<file path="src/rtl/pc_fetch_unit.sv">
// rtl/pc_fetch_unit.sv - PC sequencer for the single-cycle MIPS datapath; optional branch delay slot via PC_DELAY_SLOT_EN
module pc_fetch_unit #(
  parameter logic [31:0] RESET_PC = 32'h0000_0000
) (
  input  logic        clk,
  input  logic        reset,
  input  logic        stall,
  input  logic [31:0] instruction,
  input  logic        rs_eq_rt,
  output logic [31:0] pc,
  output logic        pc_valid,
  output logic        halted,
  output logic [31:0] instr_count
);

  localparam logic [5:0] OP_BEQ  = 6'b000100;
  localparam logic [5:0] OP_BNE  = 6'b000101;
  localparam logic [5:0] OP_J    = 6'b000010;
  localparam logic [5:0] OP_HALT = 6'b111111;

  typedef enum logic [1:0] {
    IDLE = 2'd0,
    RUN  = 2'd1,
    HALT = 2'd2
  } state_t;

  state_t      state_q, state_d;
  logic [31:0] pc_d;
  logic [31:0] count_d;
  logic [5:0]  opcode;
  logic [31:0] pc_plus4;
  logic [31:0] branch_target;
  logic [31:0] jump_target;
  logic [31:0] taken_target;
  logic        is_halt;
  logic        taken;

`ifdef PC_DELAY_SLOT_EN
  logic        pend_q, pend_d;
  logic [31:0] pend_target_q, pend_target_d;
`endif

  // Decode the fetched instruction and form the candidate targets
  always_comb begin
    opcode        = instruction[31:26];
    pc_plus4      = pc + 32'd4;
    branch_target = pc_plus4 + {{14{instruction[15]}}, instruction[15:0], 2'b00};
    jump_target   = {pc_plus4[31:28], instruction[25:0], 2'b00};
    is_halt       = (opcode == OP_HALT);
    taken         = 1'b0;
    taken_target  = branch_target;
    case (opcode)
      OP_BEQ:  taken = rs_eq_rt;
      OP_BNE:  taken = !rs_eq_rt;
      OP_J: begin
        taken        = 1'b1;
        taken_target = jump_target;
      end
      default: taken = 1'b0;
    endcase
  end

  // Next state, next PC and retire count; everything holds unless RUN retires
  always_comb begin
    state_d = state_q;
    pc_d    = pc;
    count_d = instr_count;
`ifdef PC_DELAY_SLOT_EN
    pend_d        = pend_q;
    pend_target_d = pend_target_q;
`endif
    case (state_q)
      IDLE: state_d = RUN;
      RUN: begin
        if (!stall) begin
          count_d = instr_count + 32'd1;
          if (is_halt) begin
            // pc stays on the halt instruction; a pending slot target is dropped
            state_d = HALT;
`ifdef PC_DELAY_SLOT_EN
            pend_d  = 1'b0;
`endif
          end
`ifdef PC_DELAY_SLOT_EN
          else if (pend_q) begin
            // delay slot retiring: pending target wins over any branch in the slot
            pc_d   = pend_target_q;
            pend_d = 1'b0;
          end
          else if (taken) begin
            pc_d          = pc_plus4;
            pend_d        = 1'b1;
            pend_target_d = taken_target;
          end
`else
          else if (taken) begin
            pc_d = taken_target;
          end
`endif
          else begin
            pc_d = pc_plus4;
          end
        end
      end
      default: state_d = state_q;
    endcase
  end

  // State registers with synchronous reset
  always_ff @(posedge clk) begin
    if (reset) begin
      state_q     <= IDLE;
      pc          <= RESET_PC;
      instr_count <= 32'd0;
`ifdef PC_DELAY_SLOT_EN
      pend_q        <= 1'b0;
      pend_target_q <= 32'd0;
`endif
    end else begin
      state_q     <= state_d;
      pc          <= pc_d;
      instr_count <= count_d;
`ifdef PC_DELAY_SLOT_EN
      pend_q        <= pend_d;
      pend_target_q <= pend_target_d;
`endif
    end
  end

  assign pc_valid = (state_q == RUN);
  assign halted   = (state_q == HALT);

endmodule

</file>
<file path="config.mk">
export PLATFORM = sky130hd
export DESIGN_NAME = pc_fetch_unit
export DESIGN_NICKNAME = d
export VERILOG_FILES = /design/src/rtl/pc_fetch_unit.sv
export SDC_FILE = /design/constraint.sdc
export NUM_CORES = 1
export LEC_CHECK = 0
export ABC_AREA = 1
export CAP_MARGIN = 30
export CORE_ASPECT_RATIO = 1.25
export CORE_MARGIN = 10
export CORE_UTILIZATION = 35
export CTS_BUF_LIST = sky130_fd_sc_hd__clkbuf_8
export CTS_CLUSTER_DIAMETER = 100
export DETAILED_ROUTE_END_ITERATION = 8
export DONT_BUFFER_PORTS = 1
export MAX_ROUTING_LAYER = met4
export SLEW_MARGIN = 20
export SYNTH_ARGS = -nofsm -noshare
export SYNTH_HDL_FRONTEND = slang
export SYNTH_SLANG_ARGS = --single-unit
</file>
<file path="constraint.sdc">
create_clock -name clk -period 3.2 [get_ports clk]
set_input_delay 0.16 -clock clk [delete_from_list [all_inputs] [get_ports clk]]
set_output_delay 0.16 -clock clk [all_outputs]
set_load 0.1 [all_outputs]
</file>
==> summary.txt, run 1 <==
Global routing
  – Initial antenna violation count: 0
  – First-pass GRT wire length: 36.5 mm
  – Gr usage total: 19.9%
  – Global route overflow: 0
  – Vias in the first global route: 6,745
  – Largest net degree at the start of global routing: 37

Status
  – Status: finished clean

Route
  – Vias: 6,948
  – Initial drt markers: 427
  – ANT nets after route: 0
  – Initial DRT Pass Iterations: 7
  – DR vias/cell: 5.24
  – Residual DRC count: 0
  – Wire per inst: 17.7 microns
  – Final wirelength: 23.5 mm

Floorplan
  – Overall die area: 23,500 sq um
  – Row count: 54
  – Core box area: 17,400 sq um
  – Die W: 139 microns
  – # IOs: 102
  – Die Span Y: 169 microns
  – Starting Density: 35.7%

STA
  – Final setup violation count: 0
  – Final Hold Fails: 0
  – Worst rel slew slack: 55.3%
  – Peak Freq: 332 MHz
  – Minimum clock period: 3.01 ns
  – Final period utilization: 94.0%
  – Max Slew Vio Count: 0
  – Final setup skew: 0.0194 ns
  – Slew @ Worst Pin: 0.670 ns
  – Worst setup margin: 0.192 ns

Setup path
  – Delay-heaviest family, CP: simple AND/OR/NAND/NOR gates
  – Worst R2R Setup Slack: 0.19 ns
  – Worst setup EP type: flip-flop
  – Crit-path max cell delay: 0.40 ns
  – Slowest cell on crit path: dfxtp_2
  – Buf+Inv Stages, Crit Path: 1
  – Reg2reg start: pc[2]
  – Crit-path cells: ha_1 > nand4_1 > buf_4 > nor3_4 > nand3_1 > and2_1 > ha_1 > nand2_1 > nor2_2 > nand2_1 > nor3_1 > nand2_1 > nand2_1 > nand2_1 > nand3_1 > nand2_1 > a21oi_1
  – Data arrival, critical path: 3.32 ns
  – Crit start category: flip-flop
  – Required @ worst endpoint: 3.51 ns
  – Kind of critical path: reg -> reg
  – Critical Path Most Common Cell: nand2_1
  – CP Launch Point: pc[2]
  – Crit path max fanout: 6

Placed design
  – I/O Buffers: 0
  – Placed Cells: 1,299
  – DP HPWL: 18.5 mm
  – Worst slack, placed: -0.0171 ns
  – Routability Congestion: 0.988

Logic synthesis
  – Async SR Flop Fraction: 0%
  – Syn Area/Cell: 6.15 sq um
  – Distinct cells, synth: 50
  – Mapped cell area: 6220 sq um
  – Seq/Total Area, Yosys: 20.6%
  – Flops & latches, synth: 64
  – Yosys Warn Count: 0
  – EDFF count, synth: 0
  – Syn Inst Count: 1,012
  – Synth Flop Type: dfxtp_1

Clocking
  – H-tree lvl count: 3
  – CTS tree: built
  – Root Driver: clkbuf_8
  – Clock transition at path regs: 0.08 ns
  – Latest clock arrival within the worst-skew pair: 0.39 ns
  – Clock Tree Buf Depth: 2
  – CTS Sinks: 64
  – CTS buffer count: 9

Cells and area
  – Most frequent cells in the layout: nand2_1 (280), inv_1 (128), nor2_1 (94)
  – Post-layout util: 43.1%
  – Commonest non-fill, non-tap cell in the layout: nand2_1
  – Ratio of cells with drive above 1 in the final layout: 17.3%
  – Seq. cell area: 1300 sq um
  – Antenna diodes: 0
  – Area growth, synth to finish: 20.7%
  – Layout fillers: 1,913
  – Net count, final: 1,171
  – Finished Layout Cells: 1,325
  – Multi-input logic area: 4470 sq um

Hold path
  – Hold Crit Class: in -> reg
  – Hold Path Origin: instruction[15]

Power
  – Overall Power: 2470 uW
  – PD cells: 329 nW/um^2
  – VDD IR max: 0.153 mV
  – Pleak: 0.00356 uW

Flow run
  – Maxcap violations: 0
==> cell usage after synthesis (all sizes together) (3+ instances only) <==
cell / number / area, sq um
o21bai: 5 / 37.5
or2: 5 / 31.3
o211ai: 6 / 45.0
and3: 3 / 18.8
ha: 38 / 475
clkbuf: 11 / 41.3
xor2: 37 / 324
nand3: 62 / 325
o21ai: 44 / 224
a31oi: 13 / 81.3
nor2: 110 / 487
inv: 132 / 495
dfxtp: 64 / 1280
a22oi: 7 / 52.6
nand4: 18 / 125
nor4: 8 / 50.1
a21oi: 76 / 380
buf: 13 / 73.8
nor3: 35 / 228
nand2: 289 / 1110
xnor2: 15 / 139
nor3b: 6 / 60.1
==> where the power goes <==
group / internal [uW] / switching (uW) / total [uW]
Sequential: 823 / 36.3 / 859
Clock: 438 / 395 / 834
Combinational: 224 / 558 / 782
==> logic make-up (layout without fill, tap and decap cells) <==
| logic type | count (synthesis) | count (layout) | share of synthesized area [%] |
|---|---|---|---|
| AO/OA/AOI/OAI | 160 | 160 | 14.4 |
| other | 1 | 2 | 0.0603 |
| XOR/XNOR | 52 | 52 | 7.44 |
| AND/OR/NAND/NOR | 540 | 540 | 39.7 |
| adder cells (fa/ha/maj) | 39 | 39 | 7.96 |
| flip-flops | 64 | 64 | 20.6 |
| buffers and inverters | 156 | 244 | 9.81 |
==> what timing repair did <==
item                                   in CTS  in global routing
hold buffers                                9                  0
gates resized for setup                     2                 27
buffers inserted                            0                  1
endpoints found under the hold margin      34                  0
setup endpoints to repair                   5                 15
pin swaps                                   0                  1
==> metrics by stage <==
step                      instance area (sq um)  hold WS [ns]  TNS [ns]
final                                      7510        0.0185         0
after global routing                       7510        0.0252  -0.00932
after CTS                                  7400       0.00609         0
after detailed placement                   7070         0.236   -0.0171
after global placement                     7070         0.235   -0.0494
after floorplan                            6240         0.349         0
==> cell type report <==
type	count	area share [%]
clock inverter	7	1.28
multi-input combinational	793	59.4
tap	224	3.73
clock buffer	9	1.65
timing repair buffer	96	10.0
inverter	132	6.60
sequential	64	17.3
==> registers in the layout (all words and copies together) (netlist names) <==
signal / flops
pc: 30
state_q: 2
instr_count: 32
==> path summary, 6_finish.rpt <==
kind	end	depth (start not counted)
min	pc[17]	2
min reg2reg	instr_count[5]	2
max reg2reg	pc[29]	17
max	pc[29]	17
==> metal layers <==
metal  GRT usage [%]  wire length [microns]
met5               -                      0
met4            10.2                    983
met3            3.00                   1340
met2            34.7                  11800
met1            21.4                   9380
==> worst reg2reg max path: stages, from the launching register on <==
cell,delay [ns]
dfxtp_2,0.40
ha_1,0.17
nand4_1,0.20
buf_4,0.22
nor3_4,0.21
nand3_1,0.13
and2_1,0.20
ha_1,0.36
nand2_1,0.18
nor2_2,0.17
nand2_1,0.09
nor3_1,0.13
nand2_1,0.11
nand2_1,0.08
nand2_1,0.05
nand3_1,0.08
nand2_1,0.06
a21oi_1,0.11
Note: power is estimated with default switching activity, not from simulation.
==> run 2, diff against run 1 <==
==> constraint.sdc (replaced) <==
create_clock -name clk -period 2.8 [get_ports clk]
set_input_delay 0.14 -clock clk [delete_from_list [all_inputs] [get_ports clk]]
set_output_delay 0.14 -clock clk [all_outputs]
set_load 0.1 [all_outputs]
==> summary.txt, run 2 (synthesized netlist as in run 1, its figures left out) <==
Clocking
  – CTS tree: built
  – CTS buffer count: 9 (unchanged)
  – Clock transition at path regs: 0.09 ns (about the same)
  – Clock Tree Buf Depth: 2 (unchanged)
  – CTS Sinks: 64 (unchanged)
  – H-tree lvl count: 3 (unchanged)
  – Latest clock arrival within the worst-skew pair: 0.38 ns (about the same)
  – Root Driver: clkbuf_8

Global routing
  – Global route overflow: 0 (unchanged)
  – Gr usage total: 20.7% (+0.81 points)
  – First-pass GRT wire length: 38.7 mm (+5.9%)
  – Largest net degree at the start of global routing: 37 (unchanged)
  – Vias in the first global route: 7,449 (+10%)
  – Initial antenna violation count: 0 (unchanged)

Setup path
  – Crit path to: pc[25]
  – R2R cell count: 17 (unchanged)
  – CP Launch Point: pc[2]
  – Required @ worst endpoint: 3.07 ns (-0.44 ns)
  – Crit start category: flip-flop
  – Worst setup EP type: flip-flop
  – Data arrival, critical path: 3.08 ns (-0.24 ns)
  – Worst R2R Setup Slack: -0.01 ns (-0.20 ns)
  – Reg-to-Reg End: pc[25]
  – Crit path max fanout: 6 (unchanged)
  – Kind of critical path: reg -> reg
  – Reg2reg start: pc[2]

Route
  – Initial drt markers: 444 (+4.0%)
  – ANT nets after route: 0 (unchanged)
  – Wire per inst: 17.3 microns (-2.6%)
  – DR vias/cell: 5.21 (-0.65%)
  – Residual DRC count: 0 (unchanged)
  – Initial DRT Pass Iterations: 5 (-2)
  – Final wirelength: 25.0 mm (+6.5%)
  – Vias: 7,544 (+8.6%)

Power
  – Pleak: 0.00442 uW (+24%)
  – VDD IR max: 0.187 mV (+22%)
  – Overall Power: 3170 uW (+28%)
  – PD cells: 336 nW/um^2 (+2.1%)

Cells and area
  – Regs by FF count: instr_count x32, pc x30, state_q x2
  – Layout fillers: 1,682 (-12%)
  – Post-layout util: 54.1% (+11 points)
  – Commonest non-fill, non-tap cell in the layout: nand2_1
  – Net count, final: 1,294 (+11%)
  – Max FFs per register: 32 (unchanged)
  – Antenna diodes: 0 (unchanged)
  – Area growth, synth to finish: 51.6%
  – Most frequent cells in the layout: nand2_1 (246), buf_4 (198), inv_1 (123)
  – Reg with most FFs: instr_count
  – Ratio of cells with drive above 1 in the final layout: 37.9% (+21 points)
  – Finished Layout Cells: 1,448 (+9.3%)

STA
  – RSZ-0062 raised after global routing: true
  – Final Hold Fails: 0 (unchanged)
  – Final setup violation count: 1 (+1)
  – Worst setup margin: -0.0132 ns (-0.205 ns)
  – Peak Freq: 355 MHz (+6.9%)
  – Worst rel slew slack: 50.8% (-4.5 points)
  – Max Slew Vio Count: 0 (unchanged)
  – Final setup skew: 0.0148 ns (-0.00461 ns)
  – Slew @ Worst Pin: 0.738 ns (+0.0673 ns)
  – Setup TNS: -0.0132 ns (-0.0132 ns)
  – Minimum clock period: 2.81 ns (-0.195 ns)
  – Final period utilization: 100% (+6.5 points)

Placed design
  – Worst slack, placed: -0.396 ns (-0.379 ns)
  – Routability Congestion: 0.957 (-3.2%)
  – DP HPWL: 18.9 mm (+2.2%)
  – Placed Cells: 1,391 (+7.1%)
  – I/O Buffers: 0 (unchanged)

Floorplan
  – # IOs: 102 (unchanged)
  – Row count: 54 (unchanged)
  – Die W: 139 microns (unchanged)
  – Die Span Y: 169 microns (unchanged)
  – Core box area: 17,400 sq um (unchanged)
  – Overall die area: 23,500 sq um (unchanged)
  – Starting Density: 35.7% (unchanged)

Hold path
  – Hold Crit Class: in -> reg

Status
  – Failing checks: negative setup slack
  – Status: finished with violations

Flow run
  – Maxcap violations: 0 (unchanged)
[run 2: cell types whose count changed in the layout (fill, tap and decap cells not counted), moves of 18 or more]
| cell | previous run | this run |
|---|---|---|
| buf_4 | 87 | 198 |
| nand2_1 | 280 | 246 |
| nor2_1 | 94 | 64 |
| nand2_2 | 7 | 33 |
| ha_1 | 38 | 15 |
| ha_4 | 0 | 22 |
| nor2_2 | 8 | 28 |
| a21oi_1 | 70 | 51 |
| dfxtp_4 | 0 | 19 |
| a21oi_2 | 6 | 24 |
[run 2: metrics by stage]
stage | area, sq um | hold slack [ns]
finish | 9440 | 0.0179
global route | 9440 | 0.0194
CTS | 8620 | 0.0138
detailed placement | 7850 | 0.215
global placement | 7850 | 0.215
floorplan | 6330 | 0.328
[run 2: layer usage]
layer	GRT usage, %	share of wire [%]
met4	9.18	3.7
met5	-	0
met1	22.3	41
met3	3.16	4.4
met2	36.8	51
[run 2: final cells by class]
cell class                      count  area, sq um  area share, %
Clock buffer                        9          124           1.31
Clock inverter                      7          103           1.09
Inverter                          132          495           5.25
Multi-Input combinational cell    793         5360           56.8
Sequential cell                    64         1360           14.5
Tap cell                          224          280           2.97
Timing Repair Buffer              219         1710           18.2
[run 2: how the worst min path moves through the flow]
stage | slack [ns] | depth (start not counted) | startpoint | end
floorplan | 0.33 | 2 | instruction[8] | pc[10]
global placement | 0.21 | 1 | reset | pc[29]
detailed placement | 0.21 | 1 | reset | pc[28]
CTS | 0.01 | 2 | reset | pc[28]
global route | 0.02 | 2 | reset | pc[31]
finish | 0.02 | 2 | reset | pc[31]
[run 2: worst max-delay path, cell delays in order (launching register included)]
cell	delay [ns]
dfxtp_4	0.39
ha_2	0.18
nand4_1	0.11
buf_6	0.15
nor3_4	0.12
buf_6	0.12
buf_4	0.11
nand2_4	0.06
xnor2_4	0.16
ha_4	0.33
nand2_1	0.13
nor3_2	0.21
buf_4	0.14
nand3_1	0.13
nand3_1	0.12
nand2_1	0.06
nand3_1	0.09
a31oi_1	0.07
[run 2: repair_timing]
item | 4_1_cts | 5_1_grt
buffers inserted | 14 | 12
hold buffers | 15 | 0
endpoints found under the setup margin | 18 | 19
pin swaps | 18 | 49
endpoints found under the hold margin | 40 | 0
resized for setup | 62 | 151
[run 2: power by group]
| group | switching (uW) | internal (uW) |
|---|---|---|
| Combinational | 750 | 467 |
| Sequential | 36.3 | 935 |
| Clock | 473 | 511 |
| Total | 1260 | 1910 |
==> run 3, diff against run 2 <==
--- a/config.mk
+++ b/config.mk
@@ -15,6 +15,7 @@
 export DETAILED_ROUTE_END_ITERATION = 8
 export DONT_BUFFER_PORTS = 1
 export MAX_ROUTING_LAYER = met4
+export SKIP_LAST_GASP = 1
 export SLEW_MARGIN = 20
 export SYNTH_ARGS = -nofsm -noshare
 export SYNTH_HDL_FRONTEND = slang
==> constraint.sdc (replaced) <==
create_clock -name clk -period 3.15 [get_ports clk]
set_input_delay 0.1575 -clock clk [delete_from_list [all_inputs] [get_ports clk]]
set_output_delay 0.1575 -clock clk [all_outputs]
set_load 0.05 [all_outputs]
==> summary.txt, run 3 (synthesized netlist as in run 1, its figures left out) <==
Status
  – Status: finished with violations
  – Failing checks: negative hold slack

Setup path
  – Crit-path max cell delay: 0.38 ns (about the same)
  – Buf+Inv Stages, Crit Path: 5 (+1)
  – Slowest cell on crit path: dfxtp_4
  – Required @ worst endpoint: 3.42 ns (+0.35 ns)
  – Crit start category: flip-flop
  – Worst R2R Setup Slack: 0.15 ns (+0.17 ns)
  – Kind of critical path: reg -> reg
  – Crit path max fanout: 5 (-1)
  – Delay-heaviest family, CP: simple AND/OR/NAND/NOR gates
  – Data arrival, critical path: 3.26 ns (+0.18 ns)
  – Critical Path Most Common Cell: nand2_1
  – Worst setup EP type: flip-flop
  – Crit-path cells: ha_1 > inv_1 > nor2_2 > nand2_2 > nor3_4 > xor2_1 > inv_1 > ha_4 > nand2_1 > inv_2 > nand3_4 > buf_4 > nor3_2 > nand2_1 > nand2_2 > inv_1 > nand2_1 > nand3_1 > nand3_1 > nand2_1 > nand2_1 > a21oi_1

Placed design
  – DP HPWL: 18.2 mm (-3.5%)
  – I/O Buffers: 0 (unchanged)
  – Dpl cell area: 7040 sq um (-10%)
  – Routability Congestion: 1.00 (+4.7%)
  – Worst slack, placed: -0.168 ns (+0.228 ns)

Clocking
  – CTS buffer count: 9 (unchanged)
  – CTS tree: built
  – Latest clock arrival within the worst-skew pair: 0.38 ns (about the same)
  – Root Driver: clkbuf_8
  – Clock transition at path regs: 0.09 ns (about the same)
  – Cts hold-fix bufs: 26 (+11)
  – Clock Tree Buf Depth: 2 (unchanged)
  – H-tree lvl count: 3 (unchanged)
  – CTS Sinks: 64 (unchanged)

Cells and area
  – Multi-input logic area: 4720 sq um (-12%)
  – Area growth, synth to finish: 28.9%
  – Commonest non-fill, non-tap cell in the layout: nand2_1
  – Post-layout util: 46.0% (-8.1 points)
  – Antenna diodes: 0 (unchanged)
  – Layout fillers: 1,847 (+9.8%)
  – Max FFs per register: 32 (unchanged)
  – Net count, final: 1,194 (-7.7%)
  – Reg with most FFs: instr_count
  – Most frequent cells in the layout: nand2_1 (273), inv_1 (127), buf_4 (93)
  – Seq. cell area: 1310 sq um (-4.1%)
  – Final instance area: 8020 sq um (-15%)
  – Ratio of cells with drive above 1 in the final layout: 20.6% (-17 points)
  – Regs by FF count: instr_count x32, pc x30, state_q x2

Route
  – Initial DRT Pass Iterations: 5 (unchanged)
  – DR vias/cell: 5.22 (+0.23%)
  – Initial drt markers: 463 (+4.3%)
  – Residual DRC count: 0 (unchanged)
  – Vias: 7,039 (-6.7%)
  – ANT nets after route: 0 (unchanged)
  – Wire per inst: 17.4 microns (+0.77%)
  – Final wirelength: 23.5 mm (-6.2%)

STA
  – Minimum clock period: 3.00 ns (+0.183 ns)
  – Final period utilization: 95.1% (-5.3 points)
  – Max Slew Vio Count: 0 (unchanged)
  – Final Hold Fails: 4 (+4)
  – Min Hold Slack: -0.151 ns (-0.169 ns)
  – Final setup skew: 0.0132 ns (-0.00163 ns)
  – Peak Freq: 334 MHz (-6.1%)
  – Final setup violation count: 0 (-1)
  – Worst rel slew slack: 35.0% (-16 points)
  – Slew @ Worst Pin: 0.972 ns (+0.234 ns)
  – Worst setup margin: 0.153 ns (+0.167 ns)
  – RSZ-0062 raised after global routing: true

Global routing
  – Largest net degree at the start of global routing: 37 (unchanged)
  – First-pass GRT wire length: 37.1 mm (-4.1%)
  – Initial antenna violation count: 0 (unchanged)
  – Vias in the first global route: 6,974 (-6.4%)
  – Global route overflow: 0 (unchanged)
  – Gr usage total: 19.9% (-0.82 points)

Floorplan
  – Die Span Y: 169 microns (unchanged)
  – Die W: 139 microns (unchanged)
  – # IOs: 102 (unchanged)
  – Row count: 54 (unchanged)
  – Core box area: 17,400 sq um (unchanged)
  – Starting Density: 35.7% (unchanged)
  – Overall die area: 23,500 sq um (unchanged)

Power
  – VDD IR max: 0.165 mV (-12%)
  – PD cells: 320 nW/um^2 (-4.7%)
  – Pleak: 0.00379 uW (-14%)
  – Overall Power: 2570 uW (-19%)

Flow run
  – Maxcap violations: 0 (unchanged)

Hold path
  – Hold Crit Class: in -> reg
[run 3: worst paths after layout]
kind,start,end,cells past startpoint
max,pc[3],pc[31],22
min,reset,pc[28],1
max reg2reg,pc[3],pc[31],22
min reg2reg,instr_count[5],instr_count[5],2
[run 3: through the flow]
step	setup TNS, ns	cells
2_1_floorplan	0	1013
3_3_place_gp	-0.575	1298
3_5_place_dp	-0.449	1298
4_1_cts	-0.0307	1341
5_1_grt	-0.212	1348
6_report	0	1348
[run 3: layer usage]
metal  vias up  wire, microns  GRT usage [%]
met3        75           1630           4.12
met5         -              0              -
met1      3210           9020           20.7
met4         0           1220           11.3
li1       3521              -              -
met2       233          11600           34.3
[run 3: area by class of cell]
cell class | instances | area share, %
Sequential cell | 64 | 16.3
Multi-Input combinational cell | 793 | 58.9
Tap cell | 224 | 3.50
Timing Repair Buffer | 119 | 12.0
Inverter | 132 | 6.18
Clock buffer | 11 | 1.89
Clock inverter | 5 | 1.28
[run 3: power by group]
part           internal (uW)  total [uW]  switching, uW
registers                835         867           32.6
logic                    265         741            476
clock network            568         959            391
total                   1670        2570            900
[run 3: repair_timing]
action | CTS | global route
resized for setup | 8 | 83
endpoints found under the hold margin | 30 | 4
gates cloned | 0 | 0
pin swaps | 1 | 16
setup buffers | 1 | 7
endpoints found under the setup margin | 7 | 16
